File: src/rtl/sram_read_slave.sv
// sram_read_slave: AXI4 read-channel responder that serves INCR bursts from a
// single-port synchronous SRAM, one outstanding transaction at a time.
//
// Optional feature macro: SRAM_READ_SLAVE_DECERR_EN
//   When defined, ARADDR[ADDR_W-1:16] must equal BASE_HI. A mismatched
//   burst returns ARLEN+1 DECERR beats with zero data and never touches the SRAM.
//
// Ports:
//   ACLK                   clock, rising edge
//   ARESETn                asynchronous reset, active-high (1 = in reset)
//   ARID/ARADDR/ARLEN      read address channel payload
//   ARSIZE/ARBURST         accepted but ignored (32-bit beats, INCR)
//   ARVALID/ARREADY        read address handshake
//   RID/RDATA/RRESP/RLAST  read data channel payload
//   RVALID/RREADY          read data handshake
//   CEB/WEB/A              SRAM chip enable (low), write enable (held high), word address
//   DO                     SRAM read data, sampled at the end of the fetch cycle
module sram_read_slave #(
    parameter int unsigned ID_W    = 8,
    parameter int unsigned ADDR_W  = 32,
    parameter int unsigned LEN_W   = 4,
    parameter int unsigned SRAM_AW = 14,
    parameter logic [15:0] BASE_HI = 16'h0001
) (
    input  logic              ACLK,
    input  logic              ARESETn,
    input  logic [ID_W-1:0]   ARID,
    input  logic [ADDR_W-1:0] ARADDR,
    input  logic [LEN_W-1:0]  ARLEN,
    input  logic [2:0]        ARSIZE,
    input  logic [1:0]        ARBURST,
    input  logic              ARVALID,
    output logic              ARREADY,
    output logic [ID_W-1:0]   RID,
    output logic [31:0]       RDATA,
    output logic [1:0]        RRESP,
    output logic              RLAST,
    output logic              RVALID,
    input  logic              RREADY,
    output logic              CEB,
    output logic              WEB,
    output logic [SRAM_AW-1:0] A,
    input  logic [31:0]       DO
);

    typedef enum logic [1:0] {
        IDLE  = 2'd0,
        FETCH = 2'd1,
        RESP  = 2'd2
    } state_t;

    localparam logic [1:0] RESP_OKAY   = 2'b00;
    localparam logic [1:0] RESP_DECERR = 2'b11;

    state_t              state, state_nxt;
    logic [ID_W-1:0]     id_q, id_nxt;
    logic [SRAM_AW-1:0]  addr_q, addr_nxt;
    logic [LEN_W-1:0]    len_q, len_nxt;
    logic [LEN_W-1:0]    beat_q, beat_nxt;
    logic [1:0]          resp_q, resp_nxt;
    logic [31:0]         data_q, data_nxt;
    logic                arready_q, rvalid_q, rlast_q, ceb_q;
    logic                bad_addr;

    // Decode check on the upper address bits (compiled in only with the macro)
`ifdef SRAM_READ_SLAVE_DECERR_EN
    assign bad_addr = (ARADDR[ADDR_W-1:16] != (ADDR_W-16)'(BASE_HI));
`else
    assign bad_addr = 1'b0;
`endif

    // Size/burst fields and byte-lane bits carry no information for this slave
    logic unused_ok;
    assign unused_ok = ^{ARSIZE, ARBURST, ARADDR, BASE_HI};

    // Next-state and datapath update
    always_comb begin
        state_nxt = state;
        id_nxt    = id_q;
        addr_nxt  = addr_q;
        len_nxt   = len_q;
        beat_nxt  = beat_q;
        resp_nxt  = resp_q;
        data_nxt  = data_q;
        case (state)
            IDLE: begin
                if (ARVALID) begin
                    id_nxt   = ARID;
                    addr_nxt = ARADDR[SRAM_AW+1:2];
                    len_nxt  = ARLEN;
                    beat_nxt = '0;
                    if (bad_addr) begin
                        resp_nxt  = RESP_DECERR;
                        data_nxt  = '0;
                        state_nxt = RESP;
                    end else begin
                        resp_nxt  = RESP_OKAY;
                        state_nxt = FETCH;
                    end
                end
            end
            FETCH: begin
                data_nxt  = DO;
                state_nxt = RESP;
            end
            RESP: begin
                if (RREADY) begin
                    if (beat_q == len_q) begin
                        state_nxt = IDLE;
                    end else begin
                        beat_nxt = beat_q + LEN_W'(1);
                        // Word address wraps within the SRAM window
                        addr_nxt = addr_q + SRAM_AW'(1);
                        // DECERR bursts never visit the SRAM
                        state_nxt = (resp_q == RESP_DECERR) ? RESP : FETCH;
                    end
                end
            end
            default: state_nxt = IDLE;
        endcase
    end

    // State, datapath and registered channel outputs
    always_ff @(posedge ACLK or posedge ARESETn) begin
        if (ARESETn) begin
            state     <= IDLE;
            id_q      <= '0;
            addr_q    <= '0;
            len_q     <= '0;
            beat_q    <= '0;
            resp_q    <= RESP_OKAY;
            data_q    <= '0;
            arready_q <= 1'b1;
            rvalid_q  <= 1'b0;
            rlast_q   <= 1'b0;
            ceb_q     <= 1'b1;
        end else begin
            state     <= state_nxt;
            id_q      <= id_nxt;
            addr_q    <= addr_nxt;
            len_q     <= len_nxt;
            beat_q    <= beat_nxt;
            resp_q    <= resp_nxt;
            data_q    <= data_nxt;
            arready_q <= (state_nxt == IDLE);
            rvalid_q  <= (state_nxt == RESP);
            rlast_q   <= (state_nxt == RESP) && (beat_nxt == len_nxt);
            ceb_q     <= (state_nxt != FETCH);
        end
    end

    assign ARREADY = arready_q;
    assign RVALID  = rvalid_q;
    assign RLAST   = rlast_q;
    assign RID     = id_q;
    assign RDATA   = data_q;
    assign RRESP   = resp_q;
    assign CEB     = ceb_q;
    assign WEB     = 1'b1;
    assign A       = addr_q;

endmodule

File: config.mk
export PLATFORM = sky130hd
export DESIGN_NAME = sram_read_slave
export DESIGN_NICKNAME = d
export VERILOG_FILES = /design/src/rtl/sram_read_slave.sv
export SDC_FILE = /design/constraint.sdc
export NUM_CORES = 1
export LEC_CHECK = 0
export ABC_AREA = 1
export BUFFER_PORTS_ARGS = -buffer_cell sky130_fd_sc_hd__buf_2
export CORE_UTILIZATION = 45
export DETAILED_ROUTE_END_ITERATION = 12
export GPL_TIMING_DRIVEN = 0
export PLACE_DENSITY = 0.77
export SLEW_MARGIN = 20
export SYNTH_ARGS = -nofsm -noshare
export SYNTH_HDL_FRONTEND = slang
export SYNTH_SLANG_ARGS = --single-unit
File: constraint.sdc
create_clock -name ACLK -period 4.46 [get_ports ACLK]
set_clock_uncertainty 0.15 [all_clocks]
set_input_delay 0.669 -clock ACLK [delete_from_list [all_inputs] [get_ports ACLK]]
set_output_delay 0.669 -clock ACLK [all_outputs]
set_load 0.02 [all_outputs]
## After elaboration in Yosys (flattened, before gate mapping)

Index checks and enable logic that the tools add are counted.

| operators by class | value |
|---|---|
| multiplexer cells | 14 |
| equal/unequal tests | 9 |
| add/subtract/negate cells | 2 |
| reduce and logical (&&, ||, !) cells | 6 |

Operator list:

| kind | count |
|---|---|
| 14-bit two-way mux | 3 |
| 14-bit case mux with 2 select lines | 1 |
| 4-bit two-way mux | 5 |
| 14-bit by 1-bit adder with 14-bit output, second input constant | 1 |
| 4-bit equality test | 2 |
| 4-bit case mux with 2 select lines | 1 |
| 2-bit != test, second input constant | 3 |
| 2-bit case mux with 3 select lines | 1 |
| 4-bit by 1-bit adder with 4-bit output, second input constant | 1 |
| 2-bit equality test, second input constant | 2 |
| 2-bit zero test | 2 |
| 2-bit two-way mux | 2 |
| 4-bit AND reduction | 1 |
| 2-bit by 1-bit equality test with 1-bit output, second input constant | 1 |
| 2-bit by 1-bit != test with 1-bit output, second input constant | 1 |
| 2-bit AND reduction | 1 |
| 2-bit nonzero test | 1 |
| 1-bit logical AND | 1 |
| 1-bit two-way mux | 1 |

| storage, ports and cells | value |
|---|---|
| logic and storage cells | 41 |
| bits in registers | 68 |
| output and inout bits | 61 |
| input bits | 85 |

## Depth between registers and ports, before layout

| depth | value |
|---|---|
| word-level depth | 6 |
| mapped depth | 14 |
| depth with buffers taken out | 14 |

## Worst setup path after synthesis

OpenSTA, ideal clock, no wires.

| timing path | value |
|---|---|
| path kind | input to register |
| start | input RREADY |
| end | register rlast_q (netlist: RLAST) |
| cell stages on the path | 10 |
| setup time | 115 ps |
| required time | 4,195 ps |
| setup slack | 2,685 ps |
| arrival | 1,509 ps |
| path buffers | 1 |
| cell sequence | clkbuf_1 > nand3_1 > nor2_1 > nand2_1 > nand2_1 > nand3_1 > o21ai_0 > nand2_1 > nand3_1 > nor2_1 |

| on the way | value |
|---|---|
| longest elaborated chain between the ends | 4 |
| elaborated cells on any way between the ends | 7 |
| those cells by class | eq/ne (2); mux (4); reduce/logical (1) |

RTL lines:

| what | line | source |
|---|---|---|
| start: declaration | 39 | `input logic RREADY,` |
| 4-bit two-way mux | 107 | `if (RREADY) begin` |
| 4-bit case mux with 2 select lines | 85 | `case (state)` |
| named net beat_nxt[3] | 59 | `logic [LEN_W-1:0] beat_q, beat_nxt;` |
| 4-bit equality test | 147 | `rlast_q <= (state_nxt == RESP) && (beat_nxt == len_nxt);` |
| 1-bit logical AND | 147 |  |
| end signal: assignment | 147 |  |
| end: declaration | 62 | `logic arready_q, rvalid_q, rlast_q, ceb_q;` |

The timed path passes the listed nets, and every way through them passes these cells.
A chain may end at the register's enable or synchronous reset.

## Worst setup path after layout

| timing path | value |
|---|---|
| start | register state[0] |
| end | register addr_q[9] (netlist: A[9]) |

| on the way | value |
|---|---|
| longest elaborated chain between the ends | 3 |
| elaborated cells on any way between the ends | 8 |
| those cells by class | eq/ne (4); mux (1); reduce/logical (3) |

RTL lines:

| what | line | source |
|---|---|---|
| start: declaration | 55 | `state_t state, state_nxt;` |
| start signal: assignment | 138 | `state <= state_nxt;` |
| 2-bit equality test or 2-bit zero test (tied branches) | 85 |  |
| 2-bit != test (no line) or 2-bit nonzero test (tied branches) | - |  |
| 4-bit AND reduction (no line) | - |  |
| end signal: assignment | 140 | `addr_q <= addr_nxt;` |
| end: declaration | 57 | `logic [SRAM_AW-1:0] addr_q, addr_nxt;` |

Several ways; a longest one is shown, not always the timed one.

==> summary.md <==
| Metric | Value |
|---|---|
| Crit path time final | `approximately 2000 ps` |
| Number of flops mapped to enable cells by yosys | `0` |
| Status | `complete, no violations` |
| Clk Tree Root Cell | `clkbuf_8` |
| Die height | `between 80 and 90 um` |
| Ant. Diodes | `0` |
| Fin crit share | `0.458` |
| Max stage delay on crit path | `roughly 420 ps` |
| Congestion Overflow GR | `0` |
| P_int | `1880 uW` |
| Max clock buf depth | `2` |
| Cell count along the critical path | `7` |
| Synth top area cells | `dfrtp_1 52%, nand2_1 21%, o21ai_0 3.5%` |
| Critical path class | `reg -> reg` |
| Count leader, synth | `nand2_1` |
| First-pass GRT wire length | `approximately 13000 um` |
| Die area | `~7400 sq um` |
| DR vias | `2982` |
| Yosys Warn Count | `0` |
| WP data arrival | `around 2100 ps` |
| Clock Latency Late Sink | `330 ps` |
| Antenna-violating nets left | `0` |
| WL final | `7590 um` |
| Hold Vio Cnt, Final | `0` |
| Flop pwr share | `0.335` |
| Post-synth top cells | `178 x nand2_1, 66 x dfrtp_1, 28 x inv_1` |
| Num rows | `30` |
| # setup viols final | `0` |
| TNS Setup | `0 ps` |
| RSZ-0062 raised after global routing | `false` |
| Register area share after synthesis | `0.537` |
| Initial core utilization | `0.467` |
| Critical path fanouts, max | `10` |
| Antenna violations before repair | `0` |
| Number of global-route vias before repair | `roughly 2.7k` |
| CTS tree | `yes` |
| DR iter-0 viols | `around 250` |
| Setup crit end kind | `register` |
| FFs w/ async S/R, synth | `1.00` |
| Worst Reg-to-Reg Cells | `7` |
| Cell variety after synth | `35` |
| Logic pwr share | `0.462` |
| CP top delay family | `buffers and inverters` |
| Synth Instances | `395` |
| Clk slew on worst S/H paths | `about 80 ps` |
| Detail-routed via count per cell | `about 4.8` |
| Top-area cell type share of the netlist area | `0.521` |
| Pleak | `about 0.0023 uW` |
| Sw Share | `0.441` |
| Mapped Area | `about 3200 sq um` |
| DPL Wire Length | `around 5500 um` |
| Avg Synthesized Cell Area | `between 8 and 9 sq um` |
| Post_cts resized | `0` |
| Die X | `about 86 um` |
| Crit-path cells | `inv_1 > nand2_2 > inv_1 > buf_2 > clkbuf_1 > o21ai_0 > o21ai_0` |
| Max_slew headroom | `0.664` |
| Top FF cell, synth | `dfrtp_1` |
| CTS Hold Bufs | `0` |
| Num ports | `around 150` |
| Core box area | `roughly 6800 sq um` |
| Max_cap viols | `0` |
| All-Layer GR Usage | `0.218` |
| IO Port Bufs | `118` |
| Nets | `roughly 610` |
| Max rail drop VDD | `about 0.00048 V` |
| GP Congestion | `~0.86` |
| Worst setup SP type | `register` |
| Clock Sinks | `68` |
| Worst EP required | `around 4600 ps` |
| Fmax | `roughly 0.5 GHz` |
| CTS H-Tree Depth | `3` |
| Clk network pwr share | `0.202` |
| Critical Path Slowest Stage Cell | `dfrtp_1` |
| Layout cells sized above 1 | `0.294` |
| Hold WC Path Type | `in -> async` |
| Net switching power | `between 1000 and 1500 uW` |
| Post-CTS setup repair buffer count | `0` |
| Least-Margin Pin Slew | `499 ps` |
| Reg2Reg Setup Slack | `about 2400 ps` |
| WL per Instance | `between 10 and 15 um` |
| Seq cells post-synth | `68` |
| Fin Hold WS | `roughly 170 ps` |
| Area grow syn2layout | `31.8%` |
| Drt drc | `0` |
| Post-synth top area cell | `dfrtp_1` |
| Cts bufs inserted | `9` |
| Critical path buffers and inverters | `4` |
| Pwr per Cell Area | `803 nW/um^2` |
| Largest net degree at the start of global routing | `39` |
| Slew Limit Fails | `0` |
| Total iterations of the first detailed-routing run | `5` |
per-layer routing:
metal | global-route usage | vias to the layer above | part of all wire
met4 | 0.0985 | 0 | 0.020
met2 | 0.336 | 112 | 0.46
met1 | 0.300 | 1350 | 0.47
met5 | 0 | - | 0
li1 | - | 1502 | -
met3 | 0.0395 | 18 | 0.048
final timing paths:
check | startpoint | end
worst max-delay path | state[0]$_DFF_PP0_ | A[9]$_DFFE_PP0P_
worst min-delay path | ARESETn | RDATA[13]$_DFFE_PP0N_
worst max register to register | state[0]$_DFF_PP0_ | A[9]$_DFFE_PP0P_
worst min register to register | RDATA[4]$_DFFE_PP0N_ | RDATA[4]$_DFFE_PP0N_
max in group asynchronous | ARESETn | CEB$_DFF_PP1_
min in group ACLK | RDATA[4]$_DFFE_PP0N_ | RDATA[4]$_DFFE_PP0N_
cells by family after synthesis:
group | count (synthesis) | synth area share
other cells | 2 | 0.00237
simple gates | 228 | 0.295
xor+xnor | 5 | 0.0138
flops | 68 | 0.537
buf+inv | 47 | 0.0647
compound gates | 43 | 0.0785
fa+ha+maj | 2 | 0.00789
power groups by stage:
stage | logic, uW | registers [uW] | clock network, uW
after floorplan | 754 | 1420 | 0
after global routing | 1750 | 1160 | 720
after CTS | 1570 | 1120 | 691
after detailed placement | 1560 | 1120 | 0
final | 1550 | 1130 | 680
after global placement | 1520 | 1120 | 0
state kept, by name (all words and copies together), names as in the netlist:
name,cells
state,2
beat_q,4
A,14
ARREADY,1
len_q,4
RDATA,32
CEB,1
RID,8
RLAST,1
RVALID,1
worst reg2reg max path: stages (launching register included):
cell,delay [ps]
dfrtp_1,420
inv_1,110
nand2_2,150
inv_1,160
buf_2,230
clkbuf_1,400
o21ai_0,120
o21ai_0,220
layout make-up:
| class | count | area, sq um |
|---|---|---|
| Buffer | 17 | 90.1 |
| Clock buffer | 10 | 138 |
| Clock inverter | 6 | 135 |
| Fill cell | 619 | 2610 |
| Inverter | 30 | 118 |
| Multi-Input combinational cell | 281 | 1260 |
| Sequential cell | 68 | 1700 |
| Tap cell | 96 | 120 |
| Timing Repair Buffer | 119 | 611 |
cells in the final DEF (no fill, tap or decap), types with 2 or more instances in the layout:
cell / synthesis / layout
nor4_1: 2 / 2
clkinvlp_4: 0 / 2
buf_2: 3 / 121
ha_1: 2 / 2
dfrtp_1: 66 / 66
a22oi_1: 3 / 3
nor2_1: 18 / 18
nand3_1: 15 / 15
inv_1: 28 / 27
inv_4: 1 / 2
nand2_1: 178 / 178
a31oi_1: 2 / 2
nand4_1: 5 / 5
bufinv_16: 0 / 4
nand2_2: 2 / 2
dfstp_2: 2 / 2
clkbuf_1: 9 / 9
xor2_1: 5 / 5
a21oi_1: 8 / 8
buf_4: 4 / 4
nor3_1: 2 / 2
conb_1: 2 / 3
o21ai_0: 22 / 22
o22ai_1: 3 / 3
clkbuf_8: 0 / 10
per-stage QoR:
step | setup WS, ps | std cells | util | instance area (sq um) | power (uW)
final | 2420 | 627 | 0.615 | 4180 | 3360
after global routing | 2200 | 627 | 0.615 | 4180 | 3630
after global placement | 1130 | 610 | 0.572 | 3880 | 2640
after detailed placement | 2440 | 611 | 0.575 | 3910 | 2690
after CTS | 2460 | 627 | 0.615 | 4180 | 3380
after floorplan | 1930 | 396 | - | 3170 | 2170
(Power assumes the default switching activity.)
